[src/rtl/pattern_gen_pkg.sv]
// Shared types and LFSR tap table for the pattern generator.
package pattern_gen_pkg;

  typedef enum logic [1:0] {
    MODE_COUNT = 2'd0,
    MODE_TRI   = 2'd1,
    MODE_PRBS  = 2'd2,
    MODE_CONST = 2'd3
  } mode_t;

  typedef enum logic {
    ST_IDLE = 1'b0,
    ST_RUN  = 1'b1
  } state_t;

  typedef enum logic {
    DIR_UP   = 1'b0,
    DIR_DOWN = 1'b1
  } dir_t;

  localparam int LFSR_MAX_W = 16;

  // Maximal-length feedback taps; bit n-1 set means stage n feeds the XOR.
  function automatic logic [LFSR_MAX_W-1:0] lfsr_taps(input int width);
    case (width)
      4:       return 16'h000C;  // 4,3
      5:       return 16'h0014;  // 5,3
      6:       return 16'h0030;  // 6,5
      7:       return 16'h0060;  // 7,6
      8:       return 16'h00B8;  // 8,6,5,4
      9:       return 16'h0110;  // 9,5
      10:      return 16'h0240;  // 10,7
      11:      return 16'h0500;  // 11,9
      12:      return 16'h0829;  // 12,6,4,1
      13:      return 16'h100D;  // 13,4,3,1
      14:      return 16'h2015;  // 14,5,3,1
      15:      return 16'h6000;  // 15,14
      16:      return 16'hD008;  // 16,15,13,4
      default: return 16'h0000;
    endcase
  endfunction

  // One Fibonacci shift: XOR of the tapped stages enters at bit 0.
  function automatic logic [LFSR_MAX_W-1:0] lfsr_next(input logic [LFSR_MAX_W-1:0] v,
                                                      input int width);
    logic [LFSR_MAX_W-1:0] mask;
    logic                  fb;
    mask = 16'((32'd1 << width) - 32'd1);
    fb   = ^(v & lfsr_taps(width));
    return ((v << 1) | {15'd0, fb}) & mask;
  endfunction

endpackage

[src/rtl/pattern_lfsr.sv]
// WIDTH-bit Fibonacci LFSR with synchronous seed load and step enable.
module pattern_lfsr
  import pattern_gen_pkg::*;
#(
  parameter int WIDTH = 10
) (
  input  logic             clk,
  input  logic             n_reset,
  input  logic             load,
  input  logic [WIDTH-1:0] seed,
  input  logic             advance,
  output logic [WIDTH-1:0] value
);

  logic [WIDTH-1:0] value_q;

  // Load has priority over advance so a restart always begins at the seed.
  // NOTE: state registers use non-blocking assignments so every flop samples
  // pre-edge values regardless of block ordering.
  always_ff @(posedge clk or negedge n_reset) begin
    if (!n_reset) begin
      value_q <= '0;
    end else if (load) begin
      value_q <= seed;
    end else if (advance) begin
      value_q <= WIDTH'(lfsr_next(16'(value_q), WIDTH));
    end
  end

  assign value = value_q;

endmodule

[src/rtl/pattern_gen.sv]
// Multi-channel test-pattern source with burst control and valid/ready output.
// WIDTH is expected to lie in 4..16 (LFSR tap table coverage).
module pattern_gen
  import pattern_gen_pkg::*;
#(
  parameter int WIDTH     = 10,
  parameter int CHANNELS  = 2,
  parameter int CH_OFFSET = 1,
  parameter int BURST_W   = 16
) (
  input  logic                      clk,
  input  logic                      n_reset,
  input  logic [1:0]                mode,
  input  logic [WIDTH-1:0]          start_val,
  input  logic [WIDTH-1:0]          step,
  input  logic [BURST_W-1:0]        burst_len,
  input  logic                      start,
  input  logic                      stop,
  output logic [CHANNELS*WIDTH-1:0] out_data,
  output logic                      out_valid,
  input  logic                      out_ready,
  output logic                      busy,
  output logic                      done
);

  localparam logic [WIDTH:0] MAX_V = {1'b0, {WIDTH{1'b1}}};

  state_t                    state_q;
  mode_t                     mode_q;
  dir_t                      dir_q, dir_d;
  logic [WIDTH-1:0]          step_q;
  logic [WIDTH-1:0]          v_q, v_d;
  logic [BURST_W-1:0]        burst_q, count_q;
  logic [CHANNELS*WIDTH-1:0] out_data_q;
  logic                      out_valid_q, busy_q, done_q;

  mode_t            mode_in;
  logic [WIDTH-1:0] seed, first_base, lfsr_value;
  logic [WIDTH:0]   tri_sum;
  logic             accept, handshake, last_sample;

  function automatic logic [WIDTH-1:0] rotl(input logic [WIDTH-1:0] v, input int n);
    if (n == 0) return v;
    return (v << n) | (v >> (WIDTH - n));
  endfunction

  // Spread one base value across all channels: offset copies, or rotations for PRBS.
  function automatic logic [CHANNELS*WIDTH-1:0] fan_out(input logic [WIDTH-1:0] v,
                                                         input logic rotate);
    logic [CHANNELS*WIDTH-1:0] r;
    r = '0;
    for (int c = 0; c < CHANNELS; c++) begin
      if (rotate) r[c*WIDTH +: WIDTH] = rotl(v, c % WIDTH);
      else        r[c*WIDTH +: WIDTH] = v + WIDTH'(c * CH_OFFSET);
    end
    return r;
  endfunction

  assign mode_in     = mode_t'(mode);
  // A zero seed would lock the LFSR, so PRBS substitutes 1.
  assign seed        = (start_val == '0) ? WIDTH'(1) : start_val;
  assign first_base  = (mode_in == MODE_PRBS) ? seed : start_val;
  assign accept      = (state_q == ST_IDLE) && start;
  assign handshake   = (state_q == ST_RUN) && out_valid_q && out_ready;
  assign last_sample = handshake && (burst_q != '0) && (count_q == burst_q - BURST_W'(1));

  pattern_lfsr #(.WIDTH(WIDTH)) u_lfsr (
    .clk     (clk),
    .n_reset (n_reset),
    .load    (accept),
    .seed    (seed),
    .advance (handshake && (mode_q == MODE_PRBS)),
    .value   (lfsr_value)
  );

  // Next base value and triangle direction for the current mode.
  // NOTE: every output gets a default first so no path leaves it unassigned
  // and no latch is inferred.
  always_comb begin
    v_d     = v_q;
    dir_d   = dir_q;
    tri_sum = {1'b0, v_q} + {1'b0, step_q};
    case (mode_q)
      MODE_COUNT: v_d = v_q + step_q;
      MODE_TRI: begin
        if (dir_q == DIR_UP) begin
          if (tri_sum > MAX_V) begin
            v_d   = '1;
            dir_d = DIR_DOWN;
          end else begin
            v_d = tri_sum[WIDTH-1:0];
          end
        end else begin
          if (v_q < step_q) begin
            v_d   = '0;
            dir_d = DIR_UP;
          end else begin
            v_d = v_q - step_q;
          end
        end
      end
      MODE_PRBS:  v_d = WIDTH'(lfsr_next(16'(lfsr_value), WIDTH));
      default:    v_d = v_q;
    endcase
  end

  // Control FSM with registered stream outputs; data only moves on a handshake.
  always_ff @(posedge clk or negedge n_reset) begin
    if (!n_reset) begin
      state_q     <= ST_IDLE;
      mode_q      <= MODE_COUNT;
      dir_q       <= DIR_UP;
      step_q      <= '0;
      v_q         <= '0;
      burst_q     <= '0;
      count_q     <= '0;
      out_data_q  <= '0;
      out_valid_q <= 1'b0;
      busy_q      <= 1'b0;
      done_q      <= 1'b0;
    end else begin
      done_q <= 1'b0;
      case (state_q)
        ST_IDLE: begin
          if (start) begin
            state_q     <= ST_RUN;
            mode_q      <= mode_in;
            step_q      <= step;
            burst_q     <= burst_len;
            v_q         <= start_val;
            dir_q       <= DIR_UP;
            count_q     <= '0;
            out_data_q  <= fan_out(first_base, mode_in == MODE_PRBS);
            out_valid_q <= 1'b1;
            busy_q      <= 1'b1;
          end
        end
        ST_RUN: begin
          if (handshake) begin
            v_q        <= v_d;
            dir_q      <= dir_d;
            count_q    <= count_q + BURST_W'(1);
            out_data_q <= fan_out(v_d, mode_q == MODE_PRBS);
          end
          // Final sample and stop may coincide; either way one done pulse.
          if (last_sample || stop) begin
            state_q     <= ST_IDLE;
            out_valid_q <= 1'b0;
            busy_q      <= 1'b0;
            done_q      <= 1'b1;
          end
        end
        default: state_q <= ST_IDLE;
      endcase
    end
  end

  assign out_data  = out_data_q;
  assign out_valid = out_valid_q;
  assign busy      = busy_q;
  assign done      = done_q;

endmodule

[config.mk]
export PLATFORM = sky130hd
export DESIGN_NAME = pattern_gen
export DESIGN_NICKNAME = d
export VERILOG_FILES = /design/src/rtl/pattern_gen_pkg.sv /design/src/rtl/pattern_lfsr.sv /design/src/rtl/pattern_gen.sv
export SDC_FILE = /design/constraint.sdc
export NUM_CORES = 1
export LEC_CHECK = 0
export BUFFER_PORTS_ARGS = -buffer_cell sky130_fd_sc_hd__buf_2
export CAP_MARGIN = 10
export CORE_AREA = 3 3 189 117
export CTS_CLUSTER_DIAMETER = 200
export DETAILED_ROUTE_END_ITERATION = 8
export DIE_AREA = 0 0 192 120
export REMOVE_ABC_BUFFERS = 1
export SYNTH_ARGS = -nofsm -noshare
export SYNTH_HDL_FRONTEND = slang
export SYNTH_SLANG_ARGS = --single-unit
[constraint.sdc]
create_clock -name clk -period 3.1 [get_ports clk]
set_clock_uncertainty 0.2 [all_clocks]
set_input_delay 0.465 -clock clk [delete_from_list [all_inputs] [get_ports clk]]
set_output_delay 0.465 -clock clk [all_outputs]
set_load 0.05 [all_outputs]
==> results.ini, run 1 <==
[timing]
fmax_mhz=280
layout_setup_ws_ps=-468
hold_viol=0
tightest_slew_ps=829
rsz0062_at_grt=true
setup_tns_ps=-6050
max_slew_margin_pct=44.8
final_max_slew_viol_count=0
min_period_over_period_pct=115
fin_crit_ps=3570
finalSetupViolCount=26

[route]
num_vias=6143
drt_iter0_drc=669
remaining_drc_errors=0
via_per_inst=5.18
routedWlPerCell_um=17.7
ant_nets=0
drt_wl_total_um=21000
dr.pass1.iters=7

[placement]
gp_congestion=0.942
dpl.hpwl_um=15600
placedCellCount=1153
port_buffers=65

[logic_synthesis]
ys_ff_latch=88
synth_area_um2=6100
synth_seq_area_share_pct=36.1
synth.avg_cell_area_um2=8.38
synth_cell_types=69
synth-edff-count=0
synthFlopType=dfrtp_1
yosysWarnings=0
async_flop_share_pct=100
syn_inst=728

[global_routing]
grtUsageMet3_pct=4.38
grt_pass1_vias=5654
grtUsageMet1_pct=30.2
grtUsageTotal_pct=17.8
grt_busiest_layer=met1
grt_max_degree=80
grt_pass1_wl_um=32200
grt_overflow=0
use_met2_pct=21.7
antenna_found_initial=0

[finish]
syn2layout_area_growth_pct=37.8
multi_input_area_um2=3980
antenna_cells=0
layout_common_cells=134 x nand2_1, 132 x buf_4, 88 x dfrtp_1
fin_util_pct=40.6
final_layout_size_suffix_gt1_share_pct=32.7
fill_cells=2027
seq_area_um2=2200
final_cells=1187
nNetsFinal=973
layout_commonest_cell=nand2_1

[worst_setup_path]
rr_worst_depth=20
critPathArrivalTime_ps=3610
end_kind=register
cp-start-kind=register
critPathKind=reg -> reg
crit_required_ps=3140
worst-path-max-fanout=7

[clocking]
cts.htree.levels=3
clock_sinks=88
path_clk_slew_ps=80
cts_buffer_depth=2
cts-root-buf=clkbuf_16
cts_tree=done
clock_latency_ps=350
numCtsBuffers=9

[floorplanning]
die_area_um2=23000
dieWidth_um=192
die_h_um=120
io_pins=66
rows=41
coreArea_um2=20700
initial_core_util_pct=29.5

[worst_hold_path]
hold_path_class=in -> reg
hold_depth=3

[power]
pwr-share-comb_pct=62.7
pwr-share-clk_pct=15.0
powerDensity_nw_per_um2=910
p_seq_share_pct=22.3
p_leak_nw=3.87
vdd_ir_drop_max_mv=0.460
power.switching_mw=3.43
switching_share_pct=44.9
internal-power_mw=4.21

[run]
cap_viol_max_count=0

[outcome]
failed_checks=negative setup slack
outcome=complete, but fails checks

[metrics by stage]
stage,hold WS [ps],area (um2),power (mW),setup slack (ps)
final,101,8400,7.65,-468
after global routing,102,8400,8.08,-551
after CTS,94.1,8110,7.15,-344
after detailed placement,260,7550,5.67,-537
after global placement,258,7550,5.64,-410
after floorplan,-30.6,5920,4.00,-2610
[flip-flops by register name, summed over array words and instances (netlist names)]
name          count
mode_q            2
state_q           1
out_data         20
done              1
count_q          16
dir_q             1
busy              1
u_lfsr.value     10
v_q              10
burst_q          16
step_q           10
[cells by family after synthesis]
| logic type | Yosys count | synth area share [%] |
|---|---|---|
| buffers and inverters | 73 | 4.76 |
| adders and majority gates | 26 | 5.58 |
| muxes | 23 | 4.10 |
| AOI/OAI and AO/OA | 169 | 18.9 |
| and+or+nand+nor | 293 | 22.5 |
| xor gates and xnor gates | 56 | 8.04 |
| DFF | 88 | 36.1 |
[critical path, cell delays in order, from the launching register on]
cell and delay (ps):
dfrtp_1 380, inv_1 60, ha_2 170, inv_2 40
fa_2 330, a211o_1 310, a31oi_1 190, buf_4 150
a211oi_2 60, o21bai_1 150, buf_4 200, buf_4 150
o21ai_4 70, o21ai_2 100, buf_4 140, buf_4 100
buf_4 100, buf_4 100, buf_4 120, nor2_2 60
a221o_1 280
[power by group through the flow]
stage / sequential (mW) / clock, mW / combinational, mW
after CTS: 1.70 / 1.16 / 4.29
after floorplan: 2.10 / 0 / 1.90
after detailed placement: 1.71 / 0 / 3.95
final: 1.70 / 1.15 / 4.79
after global routing: 1.74 / 1.20 / 5.14
after global placement: 1.71 / 0 / 3.93
[Yosys cell counts (all sizes together), types with 3 or more instances]
cell / count / area share, %
nand2: 139 / 8.6
dfrtp: 88 / 36
nor2: 53 / 3.3
o21ai: 48 / 3.9
xnor2: 36 / 5.2
clkbuf: 35 / 2.2
inv: 29 / 1.8
a21oi: 24 / 2.0
ha: 24 / 4.9
xor2: 20 / 2.9
nand3: 18 / 1.5
nor3: 17 / 1.4
a21o: 16 / 2.0
mux2i: 16 / 2.6
nand2b: 10 / 1.0
buf: 9 / 0.80
nand4: 9 / 0.92
nor2b: 9 / 0.92
nor4: 9 / 1.4
a211oi: 8 / 0.98
a31oi: 8 / 0.82
mux2: 6 / 1.1
a221o: 5 / 0.82
a221oi: 5 / 0.72
and3: 5 / 0.51
o22ai: 5 / 0.51
or2: 5 / 0.51
or3: 5 / 0.51
a211o: 4 / 0.57
a21boi: 4 / 0.49
nand3b: 4 / 0.49
o221ai: 4 / 0.57
o31ai: 4 / 0.49
or4: 4 / 0.62
a222oi: 3 / 0.49
a22oi: 3 / 0.37
a32o: 3 / 0.49
o21a: 3 / 0.37
[final cells by class]
| cell class | count | share of cell area (%) |
|---|---|---|
| inverter | 29 | 1.30 |
| clock inverter | 6 | 0.819 |
| timing repair buffer | 209 | 17.4 |
| clock buffer | 9 | 2.68 |
| multi-input combinational | 567 | 47.4 |
| tap | 279 | 4.16 |
| sequential | 88 | 26.2 |
[path summary, 6_finish.rpt]
path | from | endpoint | slack [ps]
max | v_q[0] | v_q[0] | -470
min | burst_len[2] | burst_q[2] | 100
max reg2reg | v_q[0] | v_q[0] | -470
min reg2reg | out_data[1] | out_data[1] | 280
max in group asynchronous | n_reset | count_q[3] | 1600
min in group asynchronous | n_reset | burst_q[4] | 450
[layer usage]
layer,vias up,part of all wire [%]
li1,2916,-
met4,2,0.90
met1,2924,52
met2,279,37
met5,-,0.25
met3,22,9.7
[timing repair]
action	CTS	global route
setup buffers	13	8
hold buffers	1	0
hold endpoints to repair	38	0
gates resized for setup	45	53
setup endpoints to repair	28	33
pin swaps	19	23
Note: power is estimated with default switching activity, not from simulation.
==> run 2: changes to the inputs <==
--- a/config.mk
+++ b/config.mk
@@ -5,13 +5,15 @@
 export SDC_FILE = /design/constraint.sdc
 export NUM_CORES = 1
 export LEC_CHECK = 0
+export ABC_AREA = 1
 export BUFFER_PORTS_ARGS = -buffer_cell sky130_fd_sc_hd__buf_2
 export CAP_MARGIN = 10
-export CORE_AREA = 3 3 189 117
+export CORE_AREA = 3 3 193 120
 export CTS_CLUSTER_DIAMETER = 200
 export DETAILED_ROUTE_END_ITERATION = 8
-export DIE_AREA = 0 0 192 120
+export DIE_AREA = 0 0 196 123
 export REMOVE_ABC_BUFFERS = 1
 export SYNTH_ARGS = -nofsm -noshare
 export SYNTH_HDL_FRONTEND = slang
 export SYNTH_SLANG_ARGS = --single-unit
+export TNS_END_PERCENT = 100
==> run 2 against run 1 <==
Compared with the run above: the run now ends clean; sequential cell count stayed put; utilization decreased by 4.9 points; power shrank 7.4%; sequential share of layout area rose by 2.3 points; first-iteration DRC count up 14%; largest cell class unchanged; critical path depth decreased by 2.
==> results.ini, run 2 <==
[worst_setup_path]
cpMostUsedCell=nand2_1
critPathKind=reg -> reg
worst-path-max-fanout=6  ; -1
rrSetupSlack_ps=150  ; +620 ps
crit_required_ps=3130  ; about the same
end_kind=register
critPathArrivalTime_ps=2980  ; -630 ps
critPathBufInv=4  ; -6
cp_slowest_cell=dfrtp_1
slowest_delay_ps=430  ; +50 ps
crit_family=simple AND/OR/NAND/NOR gates
cp-start-kind=register
worstReg2RegStart=v_q[0]
crit_chain=inv_1 -> ha_1 -> inv_1 -> fa_2 -> buf_4 -> nand3_2 -> nand4_2 -> nand3_1 -> nand2_1 -> o21ai_2 -> inv_2 -> ha_2 -> nand2_2 -> nor2_4 -> nand2_1 -> nand2_1 -> a21oi_1 -> o21ai_1
startpoint=v_q[0]

[clocking]
clock_latency_ps=360  ; about the same
cts_buffer_depth=2  ; unchanged
clock_sinks=88  ; unchanged
numCtsBuffers=9  ; unchanged
cts.htree.levels=3  ; unchanged
cts-root-buf=clkbuf_16
cts_tree=done
path_clk_slew_ps=70  ; about the same

[timing]
layout_setup_ws_ps=151  ; +619 ps
min_period_over_period_pct=95.1  ; -20 points
final_max_slew_viol_count=0  ; unchanged
fin_crit_ps=2950  ; -619 ps
max_slew_margin_pct=60.3  ; +16 points
tightest_slew_ps=594  ; -235 ps
hold_viol=0  ; unchanged
finalSetupViolCount=0  ; -100%
fmax_mhz=339  ; +21%
setup_tns_ps=0  ; +6050 ps

[route]
via_per_inst=4.96  ; -4.1%
ant_nets=0  ; unchanged
drt_iter0_drc=760  ; +14%
dr.pass1.iters=7  ; unchanged
remaining_drc_errors=0  ; unchanged
num_vias=6454  ; +5.1%
routedWlPerCell_um=16.3  ; -8.1%
drt_wl_total_um=21100  ; +0.70%

[logic_synthesis]
yosysTopAreaCell=dfrtp_1
muxShareOfSynthArea_pct=0  ; -4.1 points
synth_cell_types=43  ; -38%
yosysMostFrequentCell=nand2_1
synthTopCellsByCount=265 x nand2_1, 115 x inv_1, 88 x dfrtp_1, 81 x nand3_1, 62 x nor2_1
synth_seq_area_share_pct=34.3  ; -1.8 points
synthTopCellsByArea=dfrtp_1 34%, nand2_1 15%, inv_1 6.7%
syn_inst=921  ; +27%
synth_compound_area_share_pct=11.9  ; -6.9 points
ys_ff_latch=88  ; unchanged
synth.avg_cell_area_um2=6.97  ; -17%
yosysWarnings=0  ; unchanged
synthSimpleGateAreaFrac_pct=33.5  ; +11 points
async_flop_share_pct=100  ; unchanged
synth-edff-count=0  ; unchanged
synth_fa_ha_area_share_pct=5.30  ; -0.28 points
synthFlopType=dfrtp_1
synth_area_um2=6420  ; +5.3%
synth.top_cell.area_share_pct=34.3  ; -1.8 points
synth_top_family_by_area=simple AND/OR/NAND/NOR gates
synth-xor-area-share_pct=5.32  ; -2.7 points

[power]
power.total_mw=7.08  ; -7.4%
powerDensity_nw_per_um2=916  ; +0.62%
vdd_ir_drop_max_mv=0.442  ; -3.9%
p_leak_nw=3.86  ; -0.29%

[finish]
final_cells=1300  ; +9.5%
antenna_cells=0  ; unchanged
design_area_um2=7730  ; -7.9%
largest_reg_flops=20  ; unchanged
layout_common_cells=262 x nand2_1, 112 x inv_1, 88 x dfrtp_1
nNetsFinal=1078  ; +11%
layout_commonest_cell=nand2_1
syn2layout_area_growth_pct=20.4
final_layout_size_suffix_gt1_share_pct=18.8  ; -14 points

[floorplanning]
dieWidth_um=196  ; +2.1%
die_h_um=123  ; +2.5%
initial_core_util_pct=29.7  ; +0.17 points
die_area_um2=24100  ; +4.6%
io_pins=66  ; unchanged
coreArea_um2=21700  ; +4.7%
rows=42  ; +2.4%

[global_routing]
grtUsageMet3_pct=3.98  ; -0.40 points
grt_pass1_wl_um=32700  ; +1.6%
grtUsageTotal_pct=17.5  ; -0.28 points
use_met2_pct=20.2  ; -1.5 points
grt_busiest_layer=met1
antenna_found_initial=1  ; +1
grt_max_degree=56  ; -30%
grtUsageMet1_pct=30.9  ; +0.74 points
grt_pass1_vias=5594  ; -1.1%
grt_overflow=0  ; unchanged

[placement]
port_buffers=65  ; unchanged
place_area_um2=7220  ; -4.5%
place_worst_setup_slack_ps=92.2  ; +629 ps
placedCellCount=1274  ; +10%
gp_congestion=0.938  ; -0.40%
dpl.hpwl_um=16300  ; +4.9%

[run]
cap_viol_max_count=0  ; unchanged

[outcome]
outcome=complete, no violations

[worst_hold_path]
holdCritStartpoint=burst_len[8]
hold_path_class=in -> reg

## run 2: final timing paths
| path | endpoint | cells after the start |
|---|---|---|
| worst max register to register | out_data[16] | 18 |
| min in group asynchronous | burst_q[2] | 2 |
| max in group asynchronous | count_q[14] | 3 |
| worst max-delay path | out_data[16] | 18 |
| worst min-delay path | burst_q[8] | 3 |
| worst min register to register | out_data[3] | 2 |
## run 2: kinds of logic (layout without fill, tap and decap cells)
kind of cell | after synthesis | in the layout
and+or+nand+nor | 481 | 481
buffers and inverters | 154 | 247
AOI/OAI and AO/OA | 133 | 133
DFF | 88 | 88
xor gates and xnor gates | 39 | 39
adders and majority gates | 26 | 26
## run 2: cell type report
| type | instances | area (um2) |
|---|---|---|
| fill | 2326 | 13900 |
| multi-input combinational | 679 | 3740 |
| sequential | 88 | 2200 |
| timing repair buffer | 109 | 673 |
| inverter | 122 | 458 |
| tap | 286 | 358 |
| clock buffer | 11 | 243 |
| clock inverter | 5 | 56.3 |
## run 2: power by group
group	total, mW	internal (mW)	leakage, nW	switching [mW]
clock network	1.16	0.647	0.145	0.509
logic	4.15	1.43	2.62	2.72
registers	1.77	1.46	1.10	0.312
## run 2: stage by stage
step	hold slack, ps	util, %
after floorplan	-30.6	-
after global placement	263	33.3
after detailed placement	263	33.3
after CTS	92.9	34.8
after global routing	98.1	35.7
final	101	35.7
## run 2: metal layers
| metal | wire length, um | up-vias |
|---|---|---|
| li1 | - | 3157 |
| met1 | 11600 | 2993 |
| met2 | 7280 | 297 |
| met3 | 2210 | 7 |
| met4 | 91 | 0 |
| met5 | 0 | - |
## run 2: worst reg2reg max path, stage by stage, from the launching register on
cell and delay, ps:
dfrtp_1 430, inv_1 100, ha_1 140, inv_1 60, fa_2 390, buf_4 160, nand3_2 90, nand4_2 200
nand3_1 160, nand2_1 70, o21ai_2 110, inv_2 70, ha_2 200, nand2_2 90, nor2_4 60, nand2_1 60
nand2_1 50, a21oi_1 120, o21ai_1 70
## run 2: timing repair
item                       in CTS  in global routing
hold buffers                    1                  0
hold endpoints to repair       33                  0
buffers inserted                0                  9
setup endpoints to repair       0                 14
resized for setup               0                 35
==> run 3: changes to the inputs <==
--- a/config.mk
+++ b/config.mk
@@ -10,6 +10,7 @@
 export CAP_MARGIN = 10
 export CORE_AREA = 3 3 193 120
 export CTS_CLUSTER_DIAMETER = 200
+export CTS_CLUSTER_SIZE = 10
 export DETAILED_ROUTE_END_ITERATION = 8
 export DIE_AREA = 0 0 196 123
 export REMOVE_ABC_BUFFERS = 1
==> constraint.sdc (replaced) <==
create_clock -name clk -period 3.7 [get_ports clk]
set_clock_uncertainty 0.2 [all_clocks]
set_input_delay 0.555 -clock clk [delete_from_list [all_inputs] [get_ports clk]]
set_output_delay 0.555 -clock clk [all_outputs]
set_load 0.05 [all_outputs]
==> run 3 against run 2 <==
Compared with the run above: combinational power is 26% lower; clock power is 20% lower; non-clock buffer count is 34 lower; first-iteration DRC count is 2.4% lower; sequential share of layout area is 1.6 points higher; utilization is 1.9 points lower; power is 22% lower; wire length is 2.4% lower; cell area is 5.2% lower; via count is 3.1% lower; largest cell class unchanged; largest power group unchanged.
==> results.ini, run 3 (synthesis gave the netlist of run 2 again) <==
[power]
vdd_ir_drop_max_mv=0.337  ; -24%
powerDensity_nw_per_um2=752  ; -18%
p_leak_nw=3.68  ; -4.7%

[run]
cap_viol_max_count=0  ; unchanged

[global_routing]
grt_pass1_vias=5673  ; +1.4%
grtUsageMet1_pct=29.8  ; -1.1 points
grt_max_degree=59  ; +5.4%
grt_busiest_layer=met1
grtUsageMet3_pct=5.50  ; +1.5 points
grt_pass1_wl_um=32700  ; -0.17%
antenna_found_initial=0  ; -1
grt_overflow=0  ; unchanged
grtUsageTotal_pct=17.3  ; -0.13 points
use_met2_pct=19.8  ; -0.37 points

[route]
ant_nets=0  ; unchanged
via_per_inst=4.94  ; -0.53%
num_vias=6252  ; -3.1%
drt_iter0_drc=742  ; -2.4%
drt_wl_total_um=20600  ; -2.4%
remaining_drc_errors=0  ; unchanged
dr.pass1.iters=5  ; -2
routedWlPerCell_um=16.3  ; +0.26%

[worst_setup_path]
worst-path-max-fanout=6  ; unchanged
critPathArrivalTime_ps=3430  ; +450 ps
critPathKind=reg -> reg
cp-start-kind=register
end_kind=register
crit_required_ps=3720  ; +590 ps

[timing]
max_slew_margin_pct=46.7  ; -14 points
fin_crit_ps=3410  ; +462 ps
min_period_over_period_pct=92.2  ; -2.9 points
final_max_slew_viol_count=0  ; unchanged
hold_viol=0  ; unchanged
tightest_slew_ps=800  ; +206 ps
setup_tns_ps=0  ; unchanged
finalSetupViolCount=0  ; unchanged
rsz0062_at_grt=false
fmax_mhz=293  ; -14%

[finish]
final_layout_size_suffix_gt1_share_pct=13.9  ; -5.0 points
nNetsFinal=1044  ; -3.2%
largest_reg_flops=20  ; unchanged
layout_common_cells=265 x nand2_1, 114 x inv_1, 88 x dfrtp_1
layout_commonest_cell=nand2_1
syn2layout_area_growth_pct=14.1
fin_util_pct=33.9  ; -1.9 points
antenna_cells=0  ; unchanged
fill_cells=2322  ; -0.17%

[outcome]
outcome=complete, no violations

[clocking]
cts_buffer_depth=2  ; unchanged
numCtsBuffers=9  ; unchanged
cts.htree.levels=3  ; unchanged
postCtsSetupBuffers=0  ; unchanged
cts_tree=done
clock_latency_ps=350  ; about the same
cts-root-buf=clkbuf_16
path_clk_slew_ps=70  ; about the same
hold_buffers=0  ; -1
clock_sinks=88  ; unchanged

[worst_hold_path]
hold_path_class=in -> async

[floorplanning]
coreArea_um2=21700  ; unchanged
rows=42  ; unchanged
initial_core_util_pct=29.7  ; unchanged
io_pins=66  ; unchanged
dieWidth_um=196  ; unchanged
die_area_um2=24100  ; unchanged
die_h_um=123  ; unchanged

[placement]
dpl.hpwl_um=16300  ; -0.37%
port_buffers=65  ; unchanged
gp_congestion=0.889  ; -5.2%

run 3: area by class of cell:
class | count | area, um2 | share of cell area, %
tap | 286 | 358 | 4.88
multi-input combinational | 679 | 3600 | 49.2
clock inverter | 5 | 40.0 | 0.546
timing repair buffer | 75 | 415 | 5.67
inverter | 122 | 458 | 6.25
sequential | 88 | 2200 | 30.0
clock buffer | 11 | 253 | 3.45
run 3: path summary, 6_finish.rpt:
path                            slack (ps)  cells past startpoint          start           end
worst max-delay path                   290                     18         v_q[0]  out_data[14]
min in group clk                       200                      3  burst_len[14]   burst_q[14]
max in group asynchronous             2520                      2        n_reset   out_data[6]
worst max register to register         290                     18         v_q[0]  out_data[14]
worst min register to register         280                      2    out_data[3]   out_data[3]
worst min-delay path                    90                      1        n_reset    burst_q[0]
run 3: power by group:
part	switching, mW	internal, mW
combinational	2.14	0.940
clock	0.428	0.497
sequential	0.277	1.23
run 3: routing by layer:
| layer | part of all wire, % | wire (um) |
|---|---|---|
| met1 | 56 | 11500 |
| met2 | 33 | 6780 |
| met3 | 11 | 2240 |
| met4 | 0.77 | 160 |
| met5 | 0 | 0 |
run 3: metrics by stage:
| step | hold WS, ps | setup slack [ps] | cell area (um2) | total power [mW] | instances |
|---|---|---|---|---|---|
| CTS | 124 | 352 | 7330 | 5.47 | 1266 |
| finish | 92.2 | 289 | 7330 | 5.51 | 1266 |
| floorplan | 59.4 | 649 | 6260 | 3.68 | 889 |
| global placement | 262 | 407 | 7040 | 4.52 | 1250 |
| global route | 152 | 50.8 | 7330 | 5.97 | 1266 |
| detailed placement | 266 | 379 | 7040 | 4.52 | 1250 |
run 3: what timing repair did:
| action | CTS | global route |
|---|---|---|
| setup endpoints to repair | 0 | 1 |
| gates resized for setup | 0 | 1 |
| endpoints found under the hold margin | 0 | 0 |
run 3: worst max-delay path, cell delays in order, from the launching register on:
cell	delay (ps)
dfrtp_1	390
ha_1	270
inv_1	80
fa_1	410
inv_1	150
nand3_1	130
nand3_2	130
a21oi_1	100
o21ai_1	130
nand3_1	80
nand2_1	80
o21ai_2	80
inv_1	190
ha_1	230
nand2_1	100
nor2_4	180
o21ai_1	70
a21oi_1	190
o21ai_1	90
